--- config.mk ---
export PLATFORM = sky130hd
export DESIGN_NAME = route_sequencer
export DESIGN_NICKNAME = d
export VERILOG_FILES = /design/src/rtl/route_sequencer.sv
export SDC_FILE = /design/constraint.sdc
export NUM_CORES = 1
export LEC_CHECK = 0
export CAP_MARGIN = 10
export CORE_UTILIZATION = 35
export DETAILED_ROUTE_END_ITERATION = 10
export GPL_ROUTABILITY_DRIVEN = 0
export PLACE_DENSITY = 0.56
export SYNTH_ARGS = -nofsm -noshare
export SYNTH_HDL_FRONTEND = slang
export SYNTH_SLANG_ARGS = --single-unit
--- constraint.sdc ---
create_clock -name clk_26 -period 4.5 [get_ports clk_26]
set_input_delay 0.45 -clock clk_26 [delete_from_list [all_inputs] [get_ports clk_26]]
set_output_delay 0.45 -clock clk_26 [all_outputs]
set_load 0.03 [all_outputs]
--- src/rtl/route_sequencer.sv ---
// route_sequencer: buffered motion-segment sequencer feeding the servo PWM driver.
// Segments (dir code, duration in clk_26 ticks) are queued in a small FIFO and
// played back in order; dir codes: 00 stop, 01 fwd, 10 rev.
// Optional build macro SEG_GAP_EN: inserts GAP_TICKS stop cycles between
// consecutive segments (never after the last one).
module route_sequencer #(
  parameter int unsigned DUR_W     = 11,
  parameter int unsigned DEPTH     = 4,
  parameter int unsigned GAP_TICKS = 2
) (
  input  logic                     clk_26,
  input  logic                     rst,
  input  logic                     cmd_valid,
  output logic                     cmd_ready,
  input  logic [1:0]               cmd_dir,
  input  logic [DUR_W-1:0]         cmd_dur,
  input  logic                     start,
  input  logic                     abort,
  output logic [1:0]               dir,
  output logic                     busy,
  output logic                     seg_done,
  output logic [$clog2(DEPTH):0]   level
);

  localparam int unsigned PTR_W = $clog2(DEPTH);
  localparam int unsigned LVL_W = PTR_W + 1;
  localparam logic [LVL_W-1:0] FULL_LVL = LVL_W'(DEPTH);

  // Reject parameter sets the pointer arithmetic cannot handle.
  if (DEPTH < 2 || (DEPTH & (DEPTH - 1)) != 0 || GAP_TICKS < 1) begin : g_bad_cfg
    $error("route_sequencer: DEPTH must be a power of 2 >= 2 and GAP_TICKS >= 1");
  end

`ifdef SEG_GAP_EN
  typedef enum logic [1:0] {IDLE, RUN, GAP} state_t;
  localparam int unsigned GAP_W = $clog2(GAP_TICKS + 1);
`else
  typedef enum logic {IDLE, RUN} state_t;
`endif

  // ---------------------------------------------------------------------------
  // Segment FIFO
  // ---------------------------------------------------------------------------
  logic [1:0]       dir_mem [DEPTH];
  logic [DUR_W-1:0] dur_mem [DEPTH];
  logic [PTR_W-1:0] wr_ptr;
  logic [PTR_W-1:0] rd_ptr;
  logic [LVL_W-1:0] level_q;
  logic [1:0]       head_dir;
  logic [DUR_W-1:0] head_dur;
  logic             wr_fire;
  logic             store;
  logic             pop;

  assign cmd_ready = (level_q < FULL_LVL) && !abort;
  assign wr_fire   = cmd_valid && cmd_ready;
  // Zero-length segments complete the handshake but are never queued.
  assign store     = wr_fire && (cmd_dur != '0);
  assign head_dir  = dir_mem[rd_ptr];
  assign head_dur  = dur_mem[rd_ptr];
  assign level     = level_q;

  // Segment storage; no reset needed, occupancy tracks validity.
  always_ff @(posedge clk_26) begin
    if (store) begin
      dir_mem[wr_ptr] <= cmd_dir;
      dur_mem[wr_ptr] <= cmd_dur;
    end
  end

  // FIFO pointers and occupancy; abort flushes like reset.
  always_ff @(posedge clk_26) begin
    if (rst || abort) begin
      wr_ptr  <= '0;
      rd_ptr  <= '0;
      level_q <= '0;
    end else begin
      if (store) wr_ptr <= wr_ptr + 1'b1;
      if (pop)   rd_ptr <= rd_ptr + 1'b1;
      unique case ({store, pop})
        2'b10:   level_q <= level_q + 1'b1;
        2'b01:   level_q <= level_q - 1'b1;
        default: level_q <= level_q;
      endcase
    end
  end

  // ---------------------------------------------------------------------------
  // Playback FSM
  // ---------------------------------------------------------------------------
  state_t           state_q, state_d;
  logic [1:0]       dir_q, dir_d;
  logic             busy_q;
  logic             seg_done_q, seg_done_d;
  logic [DUR_W-1:0] rem_q, rem_d;
`ifdef SEG_GAP_EN
  logic [GAP_W-1:0] gap_q, gap_d;
`endif

  assign dir      = dir_q;
  assign busy     = busy_q;
  assign seg_done = seg_done_q;

  // State and registered outputs.
  always_ff @(posedge clk_26) begin
    if (rst) begin
      state_q    <= IDLE;
      dir_q      <= '0;
      busy_q     <= 1'b0;
      seg_done_q <= 1'b0;
      rem_q      <= '0;
`ifdef SEG_GAP_EN
      gap_q      <= '0;
`endif
    end else begin
      state_q    <= state_d;
      dir_q      <= dir_d;
      busy_q     <= (state_d != IDLE);
      seg_done_q <= seg_done_d;
      rem_q      <= rem_d;
`ifdef SEG_GAP_EN
      gap_q      <= gap_d;
`endif
    end
  end

  // Next state, segment loading and pop requests. seg_done is computed one
  // edge early so the registered pulse lands on the cycle where rem_q==0.
  always_comb begin
    state_d    = state_q;
    dir_d      = dir_q;
    rem_d      = rem_q;
    seg_done_d = 1'b0;
    pop        = 1'b0;
`ifdef SEG_GAP_EN
    gap_d      = gap_q;
`endif
    if (abort) begin
      state_d = IDLE;
      dir_d   = '0;
      rem_d   = '0;
    end else begin
      unique case (state_q)
        IDLE: begin
          dir_d = '0;
          if (start && (level_q != '0)) begin
            pop        = 1'b1;
            state_d    = RUN;
            dir_d      = head_dir;
            rem_d      = head_dur - 1'b1;
            seg_done_d = (head_dur == DUR_W'(1));
          end
        end
        RUN: begin
          if (rem_q != '0) begin
            rem_d      = rem_q - 1'b1;
            seg_done_d = (rem_q == DUR_W'(1));
          end else if (level_q != '0) begin
`ifdef SEG_GAP_EN
            state_d = GAP;
            dir_d   = '0;
            gap_d   = GAP_W'(GAP_TICKS - 1);
`else
            pop        = 1'b1;
            dir_d      = head_dir;
            rem_d      = head_dur - 1'b1;
            seg_done_d = (head_dur == DUR_W'(1));
`endif
          end else begin
            state_d = IDLE;
            dir_d   = '0;
          end
        end
`ifdef SEG_GAP_EN
        GAP: begin
          dir_d = '0;
          if (gap_q != '0) begin
            gap_d = gap_q - 1'b1;
          end else begin
            // Nothing else pops while in GAP, so the head is still valid.
            pop        = 1'b1;
            state_d    = RUN;
            dir_d      = head_dir;
            rem_d      = head_dur - 1'b1;
            seg_done_d = (head_dur == DUR_W'(1));
          end
        end
`endif
        default: begin
          state_d = IDLE;
          dir_d   = '0;
        end
      endcase
    end
  end

endmodule

# Yosys cells after proc, flatten, opt, wreduce, memory -nomap -nowiden
# Memories as Yosys holds them, arrays and structs flattened. A register that Yosys moved wholly into a read port is not among the register bits.
# Cells that the tools add are included.
# W data, S select, Z words.
[totals]
reg_bits = 22
latchBits = 0
ram_bits = 52
rom_bits = 0
input_bits = 18
n_memories = 2
[memory_table]
columns = ["memory", "depth", "word_bits", "read_ports", "rd_ports_with_merged_regs", "wr", "line", "source"]
rows = [
  ["dur_mem", 4, 11, 1, 1, 1, "45", "logic [DUR_W-1:0] dur_mem [DEPTH];"],
  ["dir_mem", 4, 2, 1, 1, 1, "44", "logic [1:0] dir_mem [DEPTH];"],
]
[op_classes]
addsub = 6
n_mul = 0
div_mod_pow = 0
magnitude_cmp = 1
eq_ne = 7
n_shift = 0
n_mux = 26
bitwise_logic = 1
reduce_logical = 12
[op_table]
columns = ["operator", "n"]
rows = [
  ["$mux W11", 3],
  ["$eq A11 B1 Y1 const B", 2],
  ["$pmux W11 S2", 1],
  ["$reduce_bool A11 Y1", 2],
  ["$sub A11 B1 Y11 const B", 2],
  ["$mux W2", 7],
  ["$mux W1", 10],
  ["$pmux W1 S2", 3],
  ["$pmux W3 S2", 1],
  ["$add A2 B1 Y2 const B", 2],
  ["$logic_and A1 B1 Y1", 4],
  ["$ne A2 B2 Y1 const B", 2],
  ["$pmux W2 S2", 1],
  ["$add A3 B1 Y3 const B", 1],
  ["$lt A3 B3 Y1 const B", 1],
  ["$ne A3 B1 Y1 const B", 1],
  ["$reduce_bool A3 Y1", 1],
  ["$sub A3 B1 Y3 const B", 1],
  ["$eq A2 B1 Y1 const B", 1],
  ["$eq A2 B2 Y1 const B", 1],
  ["$reduce_and A2 Y1", 1],
  ["$reduce_bool A2 Y1", 1],
  ["$reduce_or A2 Y1", 1],
  ["$logic_not A1 Y1", 1],
  ["other kinds (2)", 2],
]

# Logic depth before layout (Yosys ltp)
# Gate-level depths: netlist (run 1).
[logic_depth]
depth_word = 7
ltp_mapped = 12

# Least setup slack after synthesis (run 1)
# OpenSTA, ideal clock, no wires.
[synth_path]
path_type = "reg-to-reg"
from = "reg rem_q[0]"
to = "reg level_q[2] (netlist: level[2])"
arrival_ns = 2.779
required_ns = 4.430
setup_slack_ns = 1.650
path_stages_with_launch = 13
period_less_slack_ns = 2.850
cell_sequence = "dfxtp_1 inv_1 ha_1 nor4b_1 a31oi_1 clkbuf_1 nor3_1 ha_1 inv_1 fa_1 xor2_1 or3_1 a21oi_1"
[synth_via]
elab_chain_len = 6
elab_cells_between_ends = 8
[synth_rtl]
columns = ["item", "line", "source"]
rows = [
  ["start, declared", "95", "logic [DUR_W-1:0] rem_q, rem_d;"],
  ["start signal, assigned", "120", "rem_q <= rem_d;"],
  ["$reduce_bool A11 Y1 (*)", "155", "if (rem_q != '0) begin"],
  ["$mux W1 (*)", "155", ""],
  ["$pmux W1 S2 (*)", "143", "unique case (state_q)"],
  ["$mux W1 (*)", "138", "if (abort) begin"],
  ["via pop", "53", "logic pop;"],
  ["$eq A2 B1 Y1 or $eq A2 B2 Y1 (tied branches)", "80", "unique case ({store, pop})"],
  ["$pmux W3 S2 or $reduce_bool A2 Y1 (tied branches)", "-", ""],
  ["end signal, assigned", "81", "2'b10: level_q <= level_q + 1'b1;"],
  ["end signal, assigned", "82", "2'b01: level_q <= level_q - 1'b1;"],
  ["end signal, assigned", "83", "default: level_q <= level_q;"],
  ["end, declared", "48", "logic [LVL_W-1:0] level_q;"],
]
# Mark *: on every way through the listed nets, which the timed path passes. The rest lies on a longest branch.
# A chain may end at the register's enable or synchronous reset.

# Final worst setup path (run 1)
# Same ends and word-level chain as after synthesis.

==> results of run 1 <==
[power by group through the flow]
stage | combinational, mW | sequential (mW) | clock (mW)
global placement | 0.0832 | 0.775 | 0
CTS | 0.0845 | 0.759 | 0.488
floorplan | 0.0455 | 0.775 | 0
global route | 0.0920 | 0.760 | 0.515
finish | 0.0835 | 0.759 | 0.473
detailed placement | 0.0840 | 0.775 | 0
[metrics by stage]
step / instances / setup WS (ns) / instance area (sq um)
floorplan: 256 / 1.65 / 3480
finish: 427 / 1.30 / 4060
global placement: 411 / 1.42 / 3890
global route: 427 / 1.05 / 4060
detailed placement: 411 / 1.33 / 3890
CTS: 427 / 1.31 / 4060
[routing by layer]
metal / share of wire (%) / track usage, % / wire, microns / vias to the layer above
li1: - / - / - / 1057
met5: 0 / 0 / 0 / -
met3: 5.4 / 4.76 / 364 / 7
met1: 48 / 19.6 / 3230 / 1036
met4: 1.0 / 4.79 / 68 / 0
met2: 46 / 22.8 / 3110 / 55
[sequential cells by signal, indices dropped and copies added (netlist names), named ones only]
| register | flops |
|---|---|
| wr_ptr | 2 |
| busy | 1 |
| rem_q | 11 |
| dur_mem | 44 |
| dir | 2 |
| level | 3 |
| dir_mem | 8 |
| rd_ptr | 2 |
| seg_done | 1 |
[kinds of logic (layout without fill, tap and decap cells)]
logic type / Yosys count / count (layout)
simple gates: 75 / 75
buf+inv: 21 / 59
flops: 76 / 76
mux: 16 / 16
fa+ha+maj: 11 / 11
xor+xnor: 11 / 11
compound gates: 46 / 46
[critical path, cell delays in order, from the launching register on]
cell     delay, ns
dfxtp_1       0.37
inv_1         0.10
ha_1          0.14
nor4b_1       0.61
a31oi_1       0.17
buf_4         0.22
nor3_1        0.24
ha_1          0.24
inv_1         0.06
fa_1          0.37
xor2_1        0.16
or3_1         0.31
a21oi_1       0.16
[cell type report]
class,instances,share of cell area (%)
Clock inverter,6,1.17
Sequential cell,76,50.3
Multi-Input combinational cell,159,33.1
Tap cell,133,4.10
Clock buffer,10,3.14
Inverter,14,1.29
Timing Repair Buffer,29,6.90
[synthesized netlist by cell type, drive strengths merged, types with 2 or more instances]
cell,n,area [sq um]
or2,2,15.0
xnor2,4,35.0
and2,4,25.0
o211ai,3,22.5
nand2,11,41.3
a22oi,2,15.0
dfxtp,24,480
o21ai,10,50.1
nor4b,2,17.5
mux4,13,330
a31oi,5,31.3
nor3b,3,45.1
xor2,7,61.3
mux2,2,22.5
a41oi,2,17.5
o22ai,2,12.5
nand3,7,35.0
o31a,2,17.5
edfxtp,52,1560
nand4,3,18.8
inv,14,52.6
clkbuf,3,11.3
nand3b,2,15.0
a211oi,3,22.5
ha,10,125
nor4,5,61.3
a21oi,10,50.1
nor3,7,40.0
buf,4,25.0
or3,4,25.0
nor2,23,86.3
[path summary, 6_finish.rpt]
kind,end,slack [ns],cells past startpoint
worst max-delay path,level[2],1.30,12
worst min-delay path,dir[1],0.45,2
worst max register to register,level[2],1.30,12
worst min register to register,dir[1],0.45,2
==> metrics.csv, run 1 <==
metric,value,unit
outcome,"finished, final reports clean",
synthesized-area fraction occupied by adder cells,4.18,%
initial drt markers,89,
most frequent cells in the layout,"edfxtp_1, clkdlybuf4s50_1, dfxtp_1",
actual slew at the worst max-slew pin,0.737,ns
footprint of the multi-input gates,1350,sq um
Compound-Gate Fraction of Synth Area,8.60,%
syn_area_per_cell,13.6,sq um
setup TNS,0,ns
port bufs,25,
"Slew Viols, Final",0,
"Arr. time, crit path",3.48,ns
Via-to-Cell Ratio,5.05,
Syn Inst Count,256,
final wirelength,6.78,mm
crit path capture type,register,
critical path peak fanout,14,
Seq pwr share,57.7,%
pwr dens,324,nW/um^2
asr flop ratio synth,0,%
clock skew,0.00795,ns
Synth Area in XOR/XNOR,2.77,%
syn nets,285,
hold_sp,dir[1],
Die Span Y,102,microns
DP HPWL,4.62,mm
Worst Hold Slack,0.455,ns
FILL cells,928,
total vias in the final route,2155,
clock share of power,36.0,%
Switching Share,24.3,%
Syn-to-layout area delta,16.8,%
Int Pwr,0.995,mW
Pleak,1.28,nW
NetSw,0.320,mW
"commonest non-fill, non-tap cell in the layout",edfxtp_1,
Max Root-Sink Buffers,2,
first-pass GRT wire length,11.1,mm
main combinational cell family by area after synthesis,simple AND/OR/NAND/NOR gates,
Sinks on Clock Net,76,
die width,102,microns
register area,2040,sq um
I/O Pins,26,
cell area after synthesis,3480,sq um
DRC,0,
Post-CTS Setup Repair Bufs,0,
# setup viols final,0,
Post-synth EDFFs,52,
Layout Nets,318,
routed wire length per instance,15.9,microns
VDD IR max,0.000172,V
diode count,0,
layout cells sized above 1,10.5,%
fmax,312,MHz
largest net degree at the start of global routing,23,
CTS Hold Bufs,0,
register area share after synthesis,58.7,%
register bit total from synthesis,76,
Syn. warnings,0,
crit share post-route,71.1,%
max-cap check violation count,0,
worst skew pair latency,0.35,ns
synth unique cells,49,
min Tclk post-route,3.20,ns
post-CTS sizing,0,
"Core Util, Final",41.9,%
Num CTS Buffers,9,
CTS tree,done,
Hold/Removal Path Class,register to register,
Worst Path Required,4.78,ns
die area,10300,sq um
Final Hold Vio Count,0,
CP startpoint,rem_q[0],
Slew Limit Headroom,50.2,%
GRT overflow,0,
R2R Path Start,rem_q[0],
vias in the first global route,2111,
# rows,36,
Root Driver,clkbuf_8,
Global Route Usage Sum,14.7,%
initial antenna violation count,0,
kind of critical path,register to register,
H-tree Lvls,3,
initial core utilization,35.9,%
Tot Pwr,1.32,mW
Main synth FF type,edfxtp_1,
antenna-violating nets left,0,
Synth Area in Simple Gates,12.7,%
core footprint,9680,sq um
Initial DRT Pass Iterations,4,
Worst setup SP type,register,
Clock transition at path regs,0.09,ns
Logic pwr share,6.3,%
RSZ-0062 raised after global routing,no,
mux share of post-synthesis cell area,10.4,%
No activity file was read; power rests on OpenSTA's default activity.
==> run 2: changes to the inputs <==
Clock period 4.5 ns to 3.1 ns, I/O delays scaled along.
==> metrics.csv, run 2 (synthesized netlist as in run 1, its figures left out) <==
metric,value,unit
outcome,"finished, final reports clean",
post-CTS sizing,0,
layout cells sized above 1,13.2,%
Setup WS pre-CTS,0.309,ns
CTS tree,done,
dpl cells,420,
CTS Hold Bufs,0,
Num CTS Buffers,9,
I/O Pins,26,
"Arr. time, crit path",2.99,ns
biggest regs,"dur_mem: 44 flops, rem_q: 11 flops, dir_mem: 8 flops",
crit-path cells,inv_1 > ha_1 > nor4b_1 > a31oi_1 > nor3_1 > ha_1 > inv_1 > fa_1 > xor2_1 > or3_1 > a21oi_1,
Switching Share,20.5,%
Placement Cell Area,3950,sq um
setup TNS,0,ns
Logic pwr share,6.0,%
Largest register FFs,44,
routed wire length per instance,16.1,microns
Hold/Removal Path Class,register to register,
CP peak stage delay,0.37,ns
initial drt markers,97,
core footprint,9680,sq um
footprint of the multi-input gates,1350,sq um
NetSw,0.434,mW
kind of critical path,register to register,
die width,102,microns
Slew Limit Headroom,53.3,%
vias in the first global route,2117,
DRC,0,
Pleak,1.37,nW
total vias in the final route,2179,
VDD IR max,0.000334,V
"Slew Viols, Final",0,
Via-to-Cell Ratio,5.01,
initial core utilization,35.9,%
Final Hold Vio Count,0,
Seq pwr share,52.0,%
"commonest non-fill, non-tap cell in the layout",edfxtp_1,
worst skew pair latency,0.34,ns
antenna-violating nets left,0,
die area,10300,sq um
clock share of power,42.0,%
Clock transition at path regs,0.08,ns
Die Span Y,102,microns
Buf/Inv on CP,2,
CP max stage cell,fa_1,
DP HPWL,4.93,mm
# setup viols final,0,
final wirelength,7.00,mm
largest net degree at the start of global routing,14,
port bufs,25,
Sinks on Clock Net,76,
"Core Util, Final",43.3,%
Initial DRT Pass Iterations,4,
Root Driver,clkbuf_8,
max-cap check violation count,0,
crit path capture type,register,
Global Route Usage Sum,14.7,%
Layout Nets,327,
# rows,36,
critical path peak fanout,6,
crit share post-route,87.5,%
Tot Pwr,2.12,mW
Worst setup SP type,register,
Final Instance Count excl. Fillers,435,
Largest Register,dur_mem,
H-tree Lvls,3,
clock skew,0.0111,ns
Int Pwr,1.69,mW
Syn-to-layout area delta,20.6,%
FILL cells,940,
first-pass GRT wire length,11.1,mm
register area,2040,sq um
GRT overflow,0,
most frequent cells in the layout,"edfxtp_1, clkdlybuf4s50_1, dfxtp_1",
actual slew at the worst max-slew pin,0.700,ns
Post-CTS Setup Repair Bufs,0,
fmax,369,MHz
fin worst setup slack,0.388,ns
Worst Path Required,3.38,ns
"CP delay by family, top",simple AND/OR/NAND/NOR gates,
Worst Hold Slack,0.456,ns
initial antenna violation count,0,
min Tclk post-route,2.71,ns
pwr dens,506,nW/um^2
diode count,0,
Max Root-Sink Buffers,2,
design area,4190,sq um
RSZ-0062 raised after global routing,no,
## run 2: area by class of cell
cell class                      instances  share of cell area, %
Clock buffer                            9                   2.96
Multi-Input combinational cell        159                   32.1
Tap cell                              133                   3.97
Clock inverter                          6                   2.69
Timing Repair Buffer                   38                   8.30
Sequential cell                        76                   48.7
Inverter                               14                   1.25
## run 2: path summary, 6_finish.rpt
check	startpoint	end	slack (ns)	cells after the start
worst max-delay path	rem_q[0]	level[2]	0.39	11
worst min-delay path	dir[0]	dir[0]	0.46	2
worst min register to register	dir[0]	dir[0]	0.46	2
worst max register to register	rem_q[0]	level[2]	0.39	11
## run 2: worst register-to-register path, delay by kind of cell, from the launching register on
| kind | cells | cell delay, ns |
|---|---|---|
| AOI/OAI and AO/OA | 2 | 0.32 |
| xor gates and xnor gates | 1 | 0.16 |
| adders and majority gates | 3 | 0.75 |
| buffers and inverters | 2 | 0.16 |
| DFF | 1 | 0.36 |
| and+or+nand+nor | 3 | 0.90 |
## run 2: power groups by stage
stage	clock network, mW	logic (mW)	registers (mW)
CTS	0.918	0.129	1.10
detailed placement	0	0.128	1.13
global route	0.955	0.140	1.10
finish	0.890	0.127	1.10
floorplan	0	0.0661	1.13
global placement	0	0.127	1.12
## run 2: metal layers
| layer | track usage, % | wire (microns) | up-vias |
|---|---|---|---|
| met2 | 23.5 | 3310 | 43 |
| met3 | 4.42 | 294 | 4 |
| met4 | 3.34 | 39 | 0 |
| li1 | - | - | 1074 |
| met1 | 19.6 | 3360 | 1058 |
| met5 | 0 | 0 | - |
